**src/rtl/irq_sched.sv**
```systemverilog
// Interrupt scheduler: 8 sources, pending/mask/in-service registers, fixed-priority
// arbitration with strict nesting, single-vector req/ack handshake to the CPU.
module irq_sched #(
  parameter logic [15:0] ADR_PEND  = 16'd40,
  parameter logic [15:0] ADR_FORCE = 16'd41,
  parameter logic [15:0] ADR_ISR   = 16'd42,
  parameter logic [15:0] ADR_EOI   = 16'd43,
  parameter logic [15:0] ADR_MASK  = 16'd50,
  parameter logic [15:0] ADR_CTRL  = 16'd51,
  parameter logic [7:0]  LEVEL     = 8'h00
) (
  input  logic        clk,
  input  logic        resetq,
  input  logic [7:0]  irq_in,
  input  logic        io_wr,
  input  logic        io_rd,
  input  logic [15:0] mem_addr,
  input  logic [15:0] dout,
  output logic [15:0] io_din,
  output logic        irq_req,
  output logic [2:0]  irq_vec,
  input  logic        irq_ack
);

  typedef enum logic {S_IDLE, S_REQ} state_t;

  state_t     state_q, state_d;
  logic [2:0] vec_q, vec_d;
  logic [7:0] s1_q, s_q, sd_q;
  logic [7:0] pend_q, pend_d, mask_q, isr_q, isr_d;
  logic       gie_q;

  logic [7:0] edge_det, eff_pend, cand, pend_set, pend_clr, ack_oh, eoi_oh;
  logic [2:0] best, top;
  logic       eligible, req_live, ack_take;
  logic       wr_pend, wr_force, wr_eoi, wr_mask, wr_ctrl;
  logic       unused_ok;

  assign unused_ok = &{1'b0, io_rd, dout[15:8]};

  function automatic logic [2:0] msb_idx(input logic [7:0] v);
    msb_idx = 3'd0;
    for (int i = 0; i < 8; i++)
      if (v[i]) msb_idx = 3'(i);
  endfunction

  assign wr_pend  = io_wr && (mem_addr == ADR_PEND);
  assign wr_force = io_wr && (mem_addr == ADR_FORCE);
  assign wr_eoi   = io_wr && (mem_addr == ADR_EOI);
  assign wr_mask  = io_wr && (mem_addr == ADR_MASK);
  assign wr_ctrl  = io_wr && (mem_addr == ADR_CTRL);

  // Level sources bypass the pend register; pend only holds their forced part.
  assign edge_det = s_q & ~sd_q;
  assign eff_pend = pend_q | (s_q & LEVEL);
  assign cand     = eff_pend & mask_q & {8{gie_q}};
  assign best     = msb_idx(cand);
  assign top      = msb_idx(isr_q);
  assign eligible = (|cand) && ((isr_q == 8'd0) || (best > top));

  // The request is withdrawn the moment its candidate bit drops.
  assign req_live = (state_q == S_REQ) && cand[vec_q];
  assign ack_take = req_live && irq_ack;
  assign irq_req  = req_live;
  assign irq_vec  = vec_q;

  assign ack_oh   = ack_take ? (8'h01 << vec_q) : 8'h00;
  assign eoi_oh   = (wr_eoi && (isr_q != 8'd0)) ? (8'h01 << top) : 8'h00;
  assign pend_set = (edge_det & ~LEVEL) | (wr_force ? dout[7:0] : 8'h00);
  assign pend_clr = (wr_pend ? dout[7:0] : 8'h00) | ack_oh;
  assign pend_d   = (pend_q & ~pend_clr) | pend_set;
  assign isr_d    = (isr_q & ~eoi_oh) | ack_oh;

  always_comb begin
    state_d = state_q;
    vec_d   = vec_q;
    case (state_q)
      S_IDLE: if (eligible) begin
        vec_d   = best;
        state_d = S_REQ;
      end
      S_REQ: if (!req_live || irq_ack) state_d = S_IDLE;
      default: state_d = S_IDLE;
    endcase
  end

  always_comb begin
    io_din = 16'd0;
    case (mem_addr)
      ADR_PEND: io_din = {8'd0, eff_pend};
      ADR_ISR:  io_din = {8'd0, isr_q};
      ADR_MASK: io_din = {8'd0, mask_q};
      ADR_CTRL: io_din = {15'd0, gie_q};
      default:  io_din = 16'd0;
    endcase
  end

  always_ff @(posedge clk or negedge resetq) begin
    if (!resetq) begin
      s1_q    <= 8'd0;
      s_q     <= 8'd0;
      sd_q    <= 8'd0;
      pend_q  <= 8'd0;
      mask_q  <= 8'd0;
      isr_q   <= 8'd0;
      gie_q   <= 1'b0;
      state_q <= S_IDLE;
      vec_q   <= 3'd0;
    end else begin
      s1_q    <= irq_in;
      s_q     <= s1_q;
      sd_q    <= s_q;
      pend_q  <= pend_d;
      isr_q   <= isr_d;
      state_q <= state_d;
      vec_q   <= vec_d;
      if (wr_mask) mask_q <= dout[7:0];
      if (wr_ctrl) gie_q  <= dout[0];
    end
  end

endmodule

```
**config.mk**
```make
export PLATFORM = sky130hd
export DESIGN_NAME = irq_sched
export DESIGN_NICKNAME = d
export VERILOG_FILES = /design/src/rtl/irq_sched.sv
export SDC_FILE = /design/constraint.sdc
export NUM_CORES = 1
export LEC_CHECK = 0
export CAP_MARGIN = 30
export CORE_AREA = 3 3 77 86
export DETAILED_ROUTE_END_ITERATION = 16
export DIE_AREA = 0 0 80 89
export PLACE_DENSITY = 0.73
export SYNTH_ARGS = -nofsm -noshare
export SYNTH_HDL_FRONTEND = slang
export SYNTH_SLANG_ARGS = --single-unit
```
**constraint.sdc**
```tcl
create_clock -name clk -period 2.7 [get_ports clk]
set_input_delay 0.675 -clock clk [delete_from_list [all_inputs] [get_ports clk]]
set_output_delay 0.675 -clock clk [all_outputs]
set_load 0.005 [all_outputs]
```
==> flow_metrics.env <==
export IMPL_cp_max_fo=7
export IMPL_first_global_vias=2222
export IMPL_setup_viol=0
export IMPL_drt_wl_total_um=6517
export IMPL_dieArea_mm2=0.007120
export IMPL_critical_path_slowest_cell="nor4_4"
export IMPL_antenna_left=0
export IMPL_grt_usage_pct=19.50
export IMPL_leakage_nw=1.609
export IMPL_fp_dieH_um=89
export IMPL_area_delta_synth_final_pct=32.39
export IMPL_hold_path_class="reg2reg"
export IMPL_r2r_end="irq_vec[2]"
export IMPL_start_util_pct=44.85
export IMPL_gp_congestion=0.9565
export IMPL_layout_drive_gt1_share_pct=27.64
export IMPL_r2r_cells=10
export IMPL_slew_headroom_pct=55.96
export IMPL_clockBufferDepth=2
export IMPL_ys_seq_area_share_pct=50.94
export IMPL_min_period_over_period_pct=99.96
export IMPL_avgSynthCellArea_um2=10.76
export IMPL_min_from="s1_q[2]"
export IMPL_vias=2205
export IMPL_skew_ps=12.68
export IMPL_cts_root_buffer="clkbuf_8"
export IMPL_critPathMaxStageDelay_ps=370
export IMPL_dpl_hpwl_um=4750
export IMPL_yosysTopAreaCellShare_pct=50.94
export IMPL_path_buf_inv=4
export IMPL_ys_flop_type="dfrtp_1"
export IMPL_nets=369
export IMPL_mostFrequentLayoutCell="dfrtp_1"
export IMPL_synth_warnings=0
export IMPL_r2r_slack_ps=310
export IMPL_ir_drop_v=0.0004306
export IMPL_core_mm2=0.005806
export IMPL_syn_cell_area_mm2=0.002604
export IMPL_cp_required_ps=2030
export IMPL_synth_edff_count=0
export IMPL_mostFrequentLayoutCells="51 x dfrtp_1, 25 x buf_4, 24 x inv_1, 22 x nand2_1, 21 x clkdlybuf4s50_1"
export IMPL_grt_overflow=0
export IMPL_viasPerCell=5.526
export IMPL_cap_violations=0
export IMPL_synth_area_leader_cell="dfrtp_1"
export IMPL_grt_max_degree=54
export IMPL_fin_crit_ps=2699
export IMPL_wl_per_cell_um=16.33
export IMPL_grt_pass1_wl_um=10650
export IMPL_post_route_drc_count=0
export IMPL_cts_htree_levels=2
export IMPL_dr_pass1_iters=5
export IMPL_finalPower_mw=1.391
export IMPL_dr_first_iter_drc_count=187
export IMPL_hold_violations=0
export IMPL_rsz0062_at_grt="true"
export IMPL_cts_tree="built"
export IMPL_syn_inst=242
export IMPL_clk_latency_ps=310
export IMPL_synthArstFlopShare_pct=100.0
export IMPL_diodes=0
export IMPL_crit_path_start_kind="input port"
export IMPL_netlist_top_cells_area="dfrtp_1 51%, mux2_2 5.2%, inv_1 3.5%"
export IMPL_row_count=29
export IMPL_crit_family="simple AND/OR/NAND/NOR gates"
export IMPL_synth_distinct_cells=53
export IMPL_final_max_slew_viol_count=0
export IMPL_synth_seq_cells=53
export IMPL_status="finished, final reports clean"
export IMPL_power_density_mw_per_mm2=403.7
export IMPL_fmax_mhz=370.5
export IMPL_cts_hold_buf=0
export IMPL_cts_inserted_buffers=5
export IMPL_num_fill_cells=525
export IMPL_clk_pin_slew_ps=100
export IMPL_worstHoldEndpoint="s_q[2]"
export IMPL_r2r_start="mask_q[2]"
export IMPL_cts_sinks=53
export IMPL_crit_type="in2out"
export IMPL_die_w_um=80
export IMPL_worstPathArrival_ps=2020
export IMPL_path_cells="clkdlybuf4s15_1 -> nor4_4 -> nand2b_4 -> buf_6 -> nor2_4 -> a222oi_1 -> inv_1 -> buf_2"
export IMPL_endpoint_kind="output port"
export IMPL_min_path_cells=0
export IMPL_holdWs_ps=361.0
export IMPL_io_buffers=47
export IMPL_tightestPinTransition_ps=660.5
export IMPL_io_pins=65
export IMPL_antenna_found_initial=0
==> per-layer routing <==
metal	global-route usage [%]	vias up	routed length, um
li1	-	1034	-
met1	24.79	1075	2768
met2	33.13	84	3187
met3	3.427	12	386
met4	7.834	0	174
met5	0	-	0
==> power by group <==
part           switching [mW]  internal [mW]  total (mW)
Combinational          0.0417         0.0509      0.0926
Clock                   0.286          0.195       0.481
Sequential            0.00647          0.811       0.818
==> worst register-to-register path: stages (launching register included) <==
cell	delay (ps)
dfrtp_1	420
nand2_1	200
nand3_1	130
a21boi_0	230
o21ai_0	150
ha_1	300
nand3_1	60
o21ai_0	70
o21ai_0	200
o2111ai_2	220
mux2_2	310
==> cell families after synthesis <==
kind of cell	count (synthesis)	share of synthesized area, %
and+or+nand+nor	78	18.55
AOI/OAI and AO/OA	57	16.34
DFF	53	50.94
buffers and inverters	37	7.015
muxes	13	5.574
adders and majority gates	3	1.442
other	1	0.1440
==> cell usage after synthesis, drive strengths merged, types with 3 or more instances <==
library cell	count
nand4	5
a221o	5
nand2	22
nor3	3
a31oi	4
dfrtp	53
nand2b	3
buf	11
o21ai	9
ha	3
a222oi	7
a21oi	8
nand3	7
nor2	15
nor4	6
inv	24
nand4b	3
o31ai	6
mux2	12
==> repair_timing <==
item | CTS | global route
setup endpoints to repair | 9 | 10
pin swaps | 18 | 11
gates resized for setup | 82 | 10
buffers inserted | 16 | 0
==> worst max-delay path by stage <==
stage,from,endpoint,slack [ps],cells past startpoint
2_1_floorplan,mem_addr[11],io_din[1],270,5
3_3_place_gp,mem_addr[11],io_din[1],-620,8
3_5_place_dp,mem_addr[7],io_din[1],-660,8
4_1_cts,mem_addr[3],io_din[3],0.9,9
5_1_grt,mem_addr[9],io_din[3],-110,8
6_report,mem_addr[2],io_din[1],1,8
==> cell type report <==
cell class	count	area, um^2	area share, %
clock buffers	5	68.82	1.996
clock inverters	3	28.78	0.8348
inverters	24	90.09	2.613
multi-input cells	159	1172	34.01
flip-flops and latches	53	1329	38.55
well taps	77	96.34	2.795
repair buffers	78	661.9	19.20
==> through the flow <==
step                TNS (ps)  instance area (um^2)  util, %  cells  worst slack (ps)
finish                     0                  3447    59.38    399             1.057
global route          -621.6                  3447    59.38    399            -113.3
CTS                        0                  3426    59.01    399            0.9031
detailed placement     -5071                  3232    55.67    376            -656.8
global placement       -4810                  3232    55.67    376            -622.8
floorplan                  0                  2630        -    249             272.6
==> flip-flops by register name, indices dropped and copies added (netlist names) <==
register / cells
s_q: 8
s1_q: 8
irq_vec: 3
eff_pend: 8
mask_q: 8
state_q: 1
isr_q: 8
gie_q: 1
sd_q: 8
(Power assumes the default switching activity.)
